===== src/rtl/key_ctrl_sequencer.sv =====
// key_ctrl_sequencer: conditions raw start/pause keys into pulses and sequences slice counting to finish; ports clk, rst_n, key_start_n, key_pause_n, slice_done_i -> start_o, pause_o, slice_num_o, finish_o, run_o; SIM_FAST_DEBOUNCE_EN bypasses the debounce counter
module key_ctrl_sequencer #(
  parameter int DEBOUNCE_CYCLES = 500000,
  parameter int MAX_SLICE = 16,
  parameter int CNT_W = 20
) (
  input  logic       clk,
  input  logic       rst_n,
  input  logic       key_start_n,
  input  logic       key_pause_n,
  input  logic       slice_done_i,
  output logic       start_o,
  output logic       pause_o,
  output logic [4:0] slice_num_o,
  output logic       finish_o,
  output logic       run_o
);
  typedef enum logic [1:0] {IDLE, RUN, HOLD, DONE} state_t;
  state_t state_q, state_d;
  logic [1:0] meta_q, sync_q, acc_q, acc_d, press;
  logic start_q, start_d, pause_q, pause_d, last;
  logic [4:0] slice_q, slice_d;
  always_ff @(posedge clk or negedge rst_n)
    if (!rst_n) begin
      meta_q <= 2'b11;
      sync_q <= 2'b11;
      acc_q <= 2'b11;
    end else begin
      meta_q <= {key_pause_n, key_start_n};
      sync_q <= meta_q;
      acc_q <= acc_d;
    end
`ifdef SIM_FAST_DEBOUNCE_EN
  assign acc_d = sync_q;
`else
  localparam logic [CNT_W-1:0] CNT_TOP = CNT_W'(DEBOUNCE_CYCLES - 1);
  logic [CNT_W-1:0] cnt_q [2];
  logic [CNT_W-1:0] cnt_d [2];
  always_comb
    for (int i = 0; i < 2; i++) begin
      acc_d[i] = acc_q[i];
      cnt_d[i] = '0;
      if (sync_q[i] != acc_q[i]) begin
        if (cnt_q[i] == CNT_TOP) acc_d[i] = sync_q[i];
        else cnt_d[i] = cnt_q[i] + 1'b1;
      end
    end
  always_ff @(posedge clk or negedge rst_n)
    if (!rst_n) cnt_q <= '{default: '0};
    else cnt_q <= cnt_d;
`endif
  // a press is the accepted level falling; bit 0 start, bit 1 pause
  assign press = acc_q & ~acc_d;
  assign last = slice_done_i && slice_q == 5'(MAX_SLICE - 1);
  always_ff @(posedge clk or negedge rst_n)
    if (!rst_n) begin
      state_q <= IDLE;
      start_q <= 1'b0;
      pause_q <= 1'b0;
      slice_q <= '0;
    end else begin
      state_q <= state_d;
      start_q <= start_d;
      pause_q <= pause_d;
      slice_q <= slice_d;
    end
  always_comb begin
    state_d = state_q;
    case (state_q)
      IDLE: state_d = press[0] ? RUN : IDLE;
      RUN: state_d = last ? DONE : press[1] ? HOLD : RUN;
      HOLD: state_d = press[1] ? RUN : HOLD;
      default: state_d = DONE;
    endcase
  end
  // the final slice outranks a simultaneous pause so finish and pause never coincide
  always_comb begin
    start_d = state_q == IDLE && press[0];
    pause_d = press[1] && (state_q == HOLD || (state_q == RUN && !last));
    slice_d = start_d ? '0 :
              (state_q == RUN && slice_done_i && slice_q != 5'(MAX_SLICE)) ? slice_q + 1'b1 : slice_q;
  end
  assign start_o = start_q;
  assign pause_o = pause_q;
  assign slice_num_o = slice_q;
  assign finish_o = state_q == DONE;
  assign run_o = state_q == RUN;
endmodule


===== config.mk =====
export PLATFORM = sky130hd
export DESIGN_NAME = key_ctrl_sequencer
export DESIGN_NICKNAME = d
export VERILOG_FILES = /design/src/rtl/key_ctrl_sequencer.sv
export SDC_FILE = /design/constraint.sdc
export NUM_CORES = 1
export LEC_CHECK = 0
export BUFFER_PORTS_ARGS = -buffer_cell sky130_fd_sc_hd__buf_2
export CELL_PAD_IN_SITES_DETAIL_PLACEMENT = 0
export CELL_PAD_IN_SITES_GLOBAL_PLACEMENT = 1
export CORE_MARGIN = 3
export CORE_UTILIZATION = 40
export DETAILED_ROUTE_END_ITERATION = 8
export GPL_TIMING_DRIVEN = 0
export PLACE_DENSITY = 0.67
export SLEW_MARGIN = 5
export SYNTH_ARGS = -nofsm -noshare
export SYNTH_HDL_FRONTEND = slang
export SYNTH_SLANG_ARGS = --single-unit

===== constraint.sdc =====
create_clock -name clk -period 3.1 [get_ports clk]
set_input_delay 0.31 -clock clk [delete_from_list [all_inputs] [get_ports clk]]
set_output_delay 0.31 -clock clk [all_outputs]
set_load 0.05 [all_outputs]

==> impl_metrics.prom <==
# TYPE chip_impl_metric gauge
chip_impl_metric{name="synth.top_cell.area_share",unit="%"} 43.7
chip_impl_metric{name="die-area",unit="sq mm"} 0.00805
chip_impl_metric{name="hold_fix_buffers_at_cts",unit=""} 0
chip_impl_metric{name="num-fill-cells",unit=""} 639
chip_impl_metric{name="switching_share",unit="%"} 21.4
chip_impl_metric{name="seq_power_share",unit="%"} 57.7
chip_impl_metric{name="fmax",unit="MHz"} 418
chip_impl_metric{name="portBuffers",unit=""} 13
chip_impl_metric{name="detail_route.iter0.violations",unit=""} 66
chip_impl_metric{name="synth.avg_cell_area",unit="sq um"} 10.2
chip_impl_metric{name="stage_delay_of_the_slowest_cell_on_the_critical_path",unit="ns"} 0.62
chip_impl_metric{name="ys_warn_count",unit=""} 0
chip_impl_metric{name="hold_viol",unit=""} 0
chip_impl_metric{name="synth_seq_cells",unit=""} 55
chip_impl_metric{name="clkSinkCount",unit=""} 55
chip_impl_metric{name="final-max-slew-violation-count",unit=""} 0
chip_impl_info{name="r2r_start",value="cnt_q[20]"} 1
chip_impl_metric{name="clock_power_share",unit="%"} 38.8
chip_impl_metric{name="path_buf_inv",unit=""} 1
chip_impl_metric{name="worst_reg2reg_setup_slack",unit="ns"} 0.71
chip_impl_metric{name="fp.dieH",unit="um"} 89.7
chip_impl_metric{name="count_of_flip_flops_with_a_built_in_enable_after_synthesis",unit=""} 0
chip_impl_metric{name="slew_headroom",unit="%"} 38.4
chip_impl_metric{name="clock-skew-final",unit="ns"} 0.00738
chip_impl_metric{name="register_area",unit="sq mm"} 0.00138
chip_impl_metric{name="place.detailed.instances",unit=""} 380
chip_impl_metric{name="post-cts-setup-buffer-count",unit=""} 0
chip_impl_metric{name="grt_max_degree",unit=""} 56
chip_impl_metric{name="synth_area",unit="sq mm"} 0.00280
chip_impl_metric{name="data_required_time_of_the_critical_path",unit="ns"} 3.30
chip_impl_info{name="ys_dominant_reg_cell",value="sky130_fd_sc_hd__dfrtp_1"} 1
chip_impl_metric{name="drtAntennaViolNets",unit=""} 0
chip_impl_info{name="path_category_of_the_worst_min_delay_check",value="primary input to async pin"} 1
chip_impl_metric{name="cts.path.max_buffers",unit=""} 2
chip_impl_metric{name="layout_area_overhead",unit="%"} 10.8
chip_impl_info{name="tritoncts",value="done"} 1
chip_impl_info{name="setup_repair_after_global_routing_missed_its_margin",value="false"} 1
chip_impl_info{name="cp-start-kind",value="flop"} 1
chip_impl_metric{name="gate_power_share",unit="%"} 3.4
chip_impl_metric{name="switching_power",unit="uW"} 274
chip_impl_metric{name="leakagePower",unit="nW"} 1.29
chip_impl_metric{name="timing.final.crit_period",unit="ns"} 2.39
chip_impl_info{name="r2r-end",value="cnt_q[29]"} 1
chip_impl_metric{name="num_io_pins",unit=""} 14
chip_impl_metric{name="cts.reportedPaths.clkPinSlew",unit="ns"} 0.10
chip_impl_metric{name="max_ir_drop_vdd",unit="mV"} 0.215
chip_impl_metric{name="postRouteWirelength",unit="um"} 5430
chip_impl_metric{name="yosysSeqAreaShare",unit="%"} 49.4
chip_impl_metric{name="post_route_cells_drive_above_1_share",unit="%"} 14.6
chip_impl_info{name="setup.worst_path.class",value="flop to flop"} 1
chip_impl_info{name="critical-path-slowest-cell",value="sky130_fd_sc_hd__or4_4"} 1
chip_impl_info{name="clockRootBuffer",value="sky130_fd_sc_hd__clkbuf_8"} 1
chip_impl_metric{name="grt_util_all_layers",unit="%"} 14.3
chip_impl_metric{name="powerDensity",unit="mW/mm^2"} 411
chip_impl_info{name="path_delay_family",value="simple AND/OR/NAND/NOR gates"} 1
chip_impl_metric{name="fraction_of_synthesis_flops_using_an_asynchronous_set_or_reset_pin",unit="%"} 100
chip_impl_metric{name="grt_pass1_vias",unit=""} 1971
chip_impl_metric{name="antenna_cells",unit=""} 0
chip_impl_metric{name="die_width",unit="um"} 89.7
chip_impl_metric{name="totalNegativeSetupSlack",unit="ns"} 0
chip_impl_metric{name="worstPathArrival",unit="ns"} 2.59
chip_impl_metric{name="reg2regPathDepth",unit=""} 6
chip_impl_metric{name="crit_path_max_fanout",unit=""} 10
chip_impl_metric{name="multiInputGateArea",unit="sq mm"} 0.00134
chip_impl_metric{name="detail_route.vias_per_cell",unit=""} 5.23
chip_impl_metric{name="grt_first_pass_wirelength",unit="um"} 9660
chip_impl_metric{name="cells_after_synth",unit=""} 274
chip_impl_metric{name="cellInternalPower",unit="mW"} 1.00
chip_impl_metric{name="dr.pass1.iters",unit=""} 4
chip_impl_metric{name="synth.distinct_cells",unit=""} 47
chip_impl_metric{name="report.final.setup_viol",unit=""} 0
chip_impl_metric{name="post_route_drc",unit=""} 0
chip_impl_metric{name="timing.final.crit_share",unit="%"} 77.2
chip_impl_metric{name="place.detailed.hpwl",unit="um"} 3750
chip_impl_metric{name="routed_wire_length_per_instance",unit="um"} 14.0
chip_impl_info{name="worst_setup_path_end_kind",value="flop"} 1
chip_impl_metric{name="ctsResizeCount",unit=""} 0
chip_impl_metric{name="initial_core_util",unit="%"} 42.7
chip_impl_metric{name="clk-insertion-delay-late",unit="ns"} 0.30
chip_impl_info{name="netlist_top_cells_area",value="sky130_fd_sc_hd__dfrtp_1 (44%), sky130_fd_sc_hd__dfstp_2 (5.6%), sky130_fd_sc_hd__nor2_1 (5.1%), sky130_fd_sc_hd__xnor2_1 (4.7%), sky130_fd_sc_hd__xor2_1 (4.4%)"} 1
chip_impl_metric{name="coreArea",unit="sq mm"} 0.00657
chip_impl_metric{name="gr-total-overflow",unit=""} 0
chip_impl_info{name="run_status",value="finished, final reports clean"} 1
chip_impl_metric{name="finish.utilization",unit="%"} 47.3
chip_impl_metric{name="numCtsBuffers",unit=""} 5
chip_impl_metric{name="drv_cap",unit=""} 0
chip_impl_metric{name="worst_slew_pin_slew",unit="ns"} 0.911
chip_impl_metric{name="final_net_count",unit=""} 304
chip_impl_metric{name="rows",unit=""} 29
chip_impl_metric{name="vias",unit=""} 2029
chip_impl_metric{name="grt_antenna_before_repair",unit=""} 0
chip_impl_metric{name="cts_max_level",unit=""} 2
chip_impl_metric{name="finalNonFillerCells",unit=""} 388
chip_impl_metric{name="globalplace.congestion",unit=""} 0.733
chip_impl_metric{name="synth_nets",unit=""} 284
chip_impl_info{name="synth.largest_area_cell",value="sky130_fd_sc_hd__dfrtp_1"} 1
chip_impl_info{name="cp_cell_sequence",value="ha_1 -> nand4_2 -> or4_4 -> o31ai_4 -> buf_6 -> nor2_1"} 1
-- Yosys cell counts (3+ instances only) --
library cell / number
sky130_fd_sc_hd__and4_1: 6
sky130_fd_sc_hd__o21ai_0: 5
sky130_fd_sc_hd__a21oi_1: 13
sky130_fd_sc_hd__dfrtp_1: 49
sky130_fd_sc_hd__inv_1: 13
sky130_fd_sc_hd__nor4b_1: 3
sky130_fd_sc_hd__nor4_1: 3
sky130_fd_sc_hd__or4_1: 7
sky130_fd_sc_hd__nand3_1: 16
sky130_fd_sc_hd__xnor2_1: 15
sky130_fd_sc_hd__ha_1: 5
sky130_fd_sc_hd__nand4_1: 14
sky130_fd_sc_hd__nand2_1: 12
sky130_fd_sc_hd__or3_1: 5
sky130_fd_sc_hd__xor2_1: 14
sky130_fd_sc_hd__nor2_1: 38
sky130_fd_sc_hd__dfstp_2: 6
sky130_fd_sc_hd__nor3_1: 4
sky130_fd_sc_hd__and3_1: 6
sky130_fd_sc_hd__o31ai_1: 6
-- cell families after synthesis --
logic type                 synth area share [%]
muxes                                      1.16
adders and majority gates                  2.23
xor gates and xnor gates                   9.06
and+or+nand+nor                            27.2
AOI/OAI and AO/OA                          7.99
DFF                                        49.4
buffers and inverters                      2.95
-- metrics by stage --
step	cell area (sq um)	total power, mW	hold WS [ns]	worst slack [ns]
final	3100	1.28	0.0251	0.708
after global routing	3100	1.35	0.0746	0.534
after CTS	3100	1.30	0.0803	0.693
after detailed placement	2980	0.797	0.347	0.702
after global placement	2980	0.797	0.346	0.709
after floorplan	2800	0.772	0.0144	1.02
-- worst max path at each step --
| stage | start | to | slack [ns] | cells past startpoint |
|---|---|---|---|---|
| after CTS | cnt_q[20] | cnt_q[28] | 0.69 | 6 |
| after global routing | cnt_q[20] | cnt_q[29] | 0.53 | 6 |
| after global placement | cnt_q[20] | cnt_q[29] | 0.71 | 6 |
| after detailed placement | cnt_q[20] | cnt_q[26] | 0.70 | 6 |
| after floorplan | cnt_q[20] | cnt_q[27] | 1.02 | 6 |
| final | cnt_q[20] | cnt_q[29] | 0.71 | 6 |
-- placed cells by master, fill, tap and decap left out, types with 2 or more instances in the layout --
cell type | Yosys | final
sky130_fd_sc_hd__xnor2_1 | 15 | 15
sky130_fd_sc_hd__nor3_1 | 4 | 4
sky130_fd_sc_hd__nor2_1 | 38 | 38
sky130_fd_sc_hd__or4_1 | 7 | 7
sky130_fd_sc_hd__dfstp_2 | 6 | 6
sky130_fd_sc_hd__nand3_1 | 16 | 16
sky130_fd_sc_hd__nor4b_1 | 3 | 3
sky130_fd_sc_hd__inv_1 | 13 | 13
sky130_fd_sc_hd__clkbuf_8 | 0 | 6
sky130_fd_sc_hd__o21ai_0 | 5 | 5
sky130_fd_sc_hd__and4_1 | 6 | 6
sky130_fd_sc_hd__nand4_1 | 14 | 14
sky130_fd_sc_hd__dfrtp_1 | 49 | 49
sky130_fd_sc_hd__or2_2 | 2 | 2
sky130_fd_sc_hd__nor4_4 | 2 | 2
sky130_fd_sc_hd__and3_1 | 6 | 6
sky130_fd_sc_hd__o31ai_1 | 6 | 6
sky130_fd_sc_hd__a21oi_1 | 13 | 13
sky130_fd_sc_hd__xor2_1 | 14 | 14
sky130_fd_sc_hd__or3_1 | 5 | 5
sky130_fd_sc_hd__mux2_2 | 2 | 2
sky130_fd_sc_hd__nor4_1 | 3 | 3
sky130_fd_sc_hd__buf_2 | 0 | 12
sky130_fd_sc_hd__nand3b_1 | 2 | 2
sky130_fd_sc_hd__nand2_1 | 12 | 12
sky130_fd_sc_hd__buf_4 | 2 | 3
sky130_fd_sc_hd__ha_1 | 5 | 5
sky130_fd_sc_hd__clkbuf_1 | 2 | 2
sky130_fd_sc_hd__nor2b_1 | 2 | 2
-- layout make-up --
cell class | count | share of cell area [%]
multi-input cells | 201 | 43.0
plain buffers | 5 | 1.09
repair buffers | 13 | 2.18
flip-flops and latches | 55 | 44.6
clock inverters | 2 | 1.13
well taps | 93 | 3.75
inverters | 13 | 1.57
clock buffers | 6 | 2.66
-- per-layer routing --
metal / GRT usage [%] / routed length (um) / up-vias
li1: - / - / 1025
met1: 22.1 / 2940 / 973
met2: 20.1 / 2250 / 26
met3: 3.09 / 186 / 5
met4: 3.83 / 57 / 0
met5: 0 / 0 / -
-- power groups by stage --
stage | Combinational, mW | Clock [mW] | Sequential (mW)
global placement | 0.0460 | 0 | 0.751
global route | 0.0526 | 0.554 | 0.739
detailed placement | 0.0459 | 0 | 0.751
CTS | 0.0458 | 0.519 | 0.737
floorplan | 0.0224 | 0 | 0.749
finish | 0.0438 | 0.496 | 0.737
-- sequential cells by signal, indices dropped and copies added, names as in the netlist --
signal,cells
cnt_q,40
meta_q,2
slice_num_o,5
acc_q,2
state_q,2
start_o,1
pause_o,1
sync_q,2
Power figures use the tool's default switching activity.
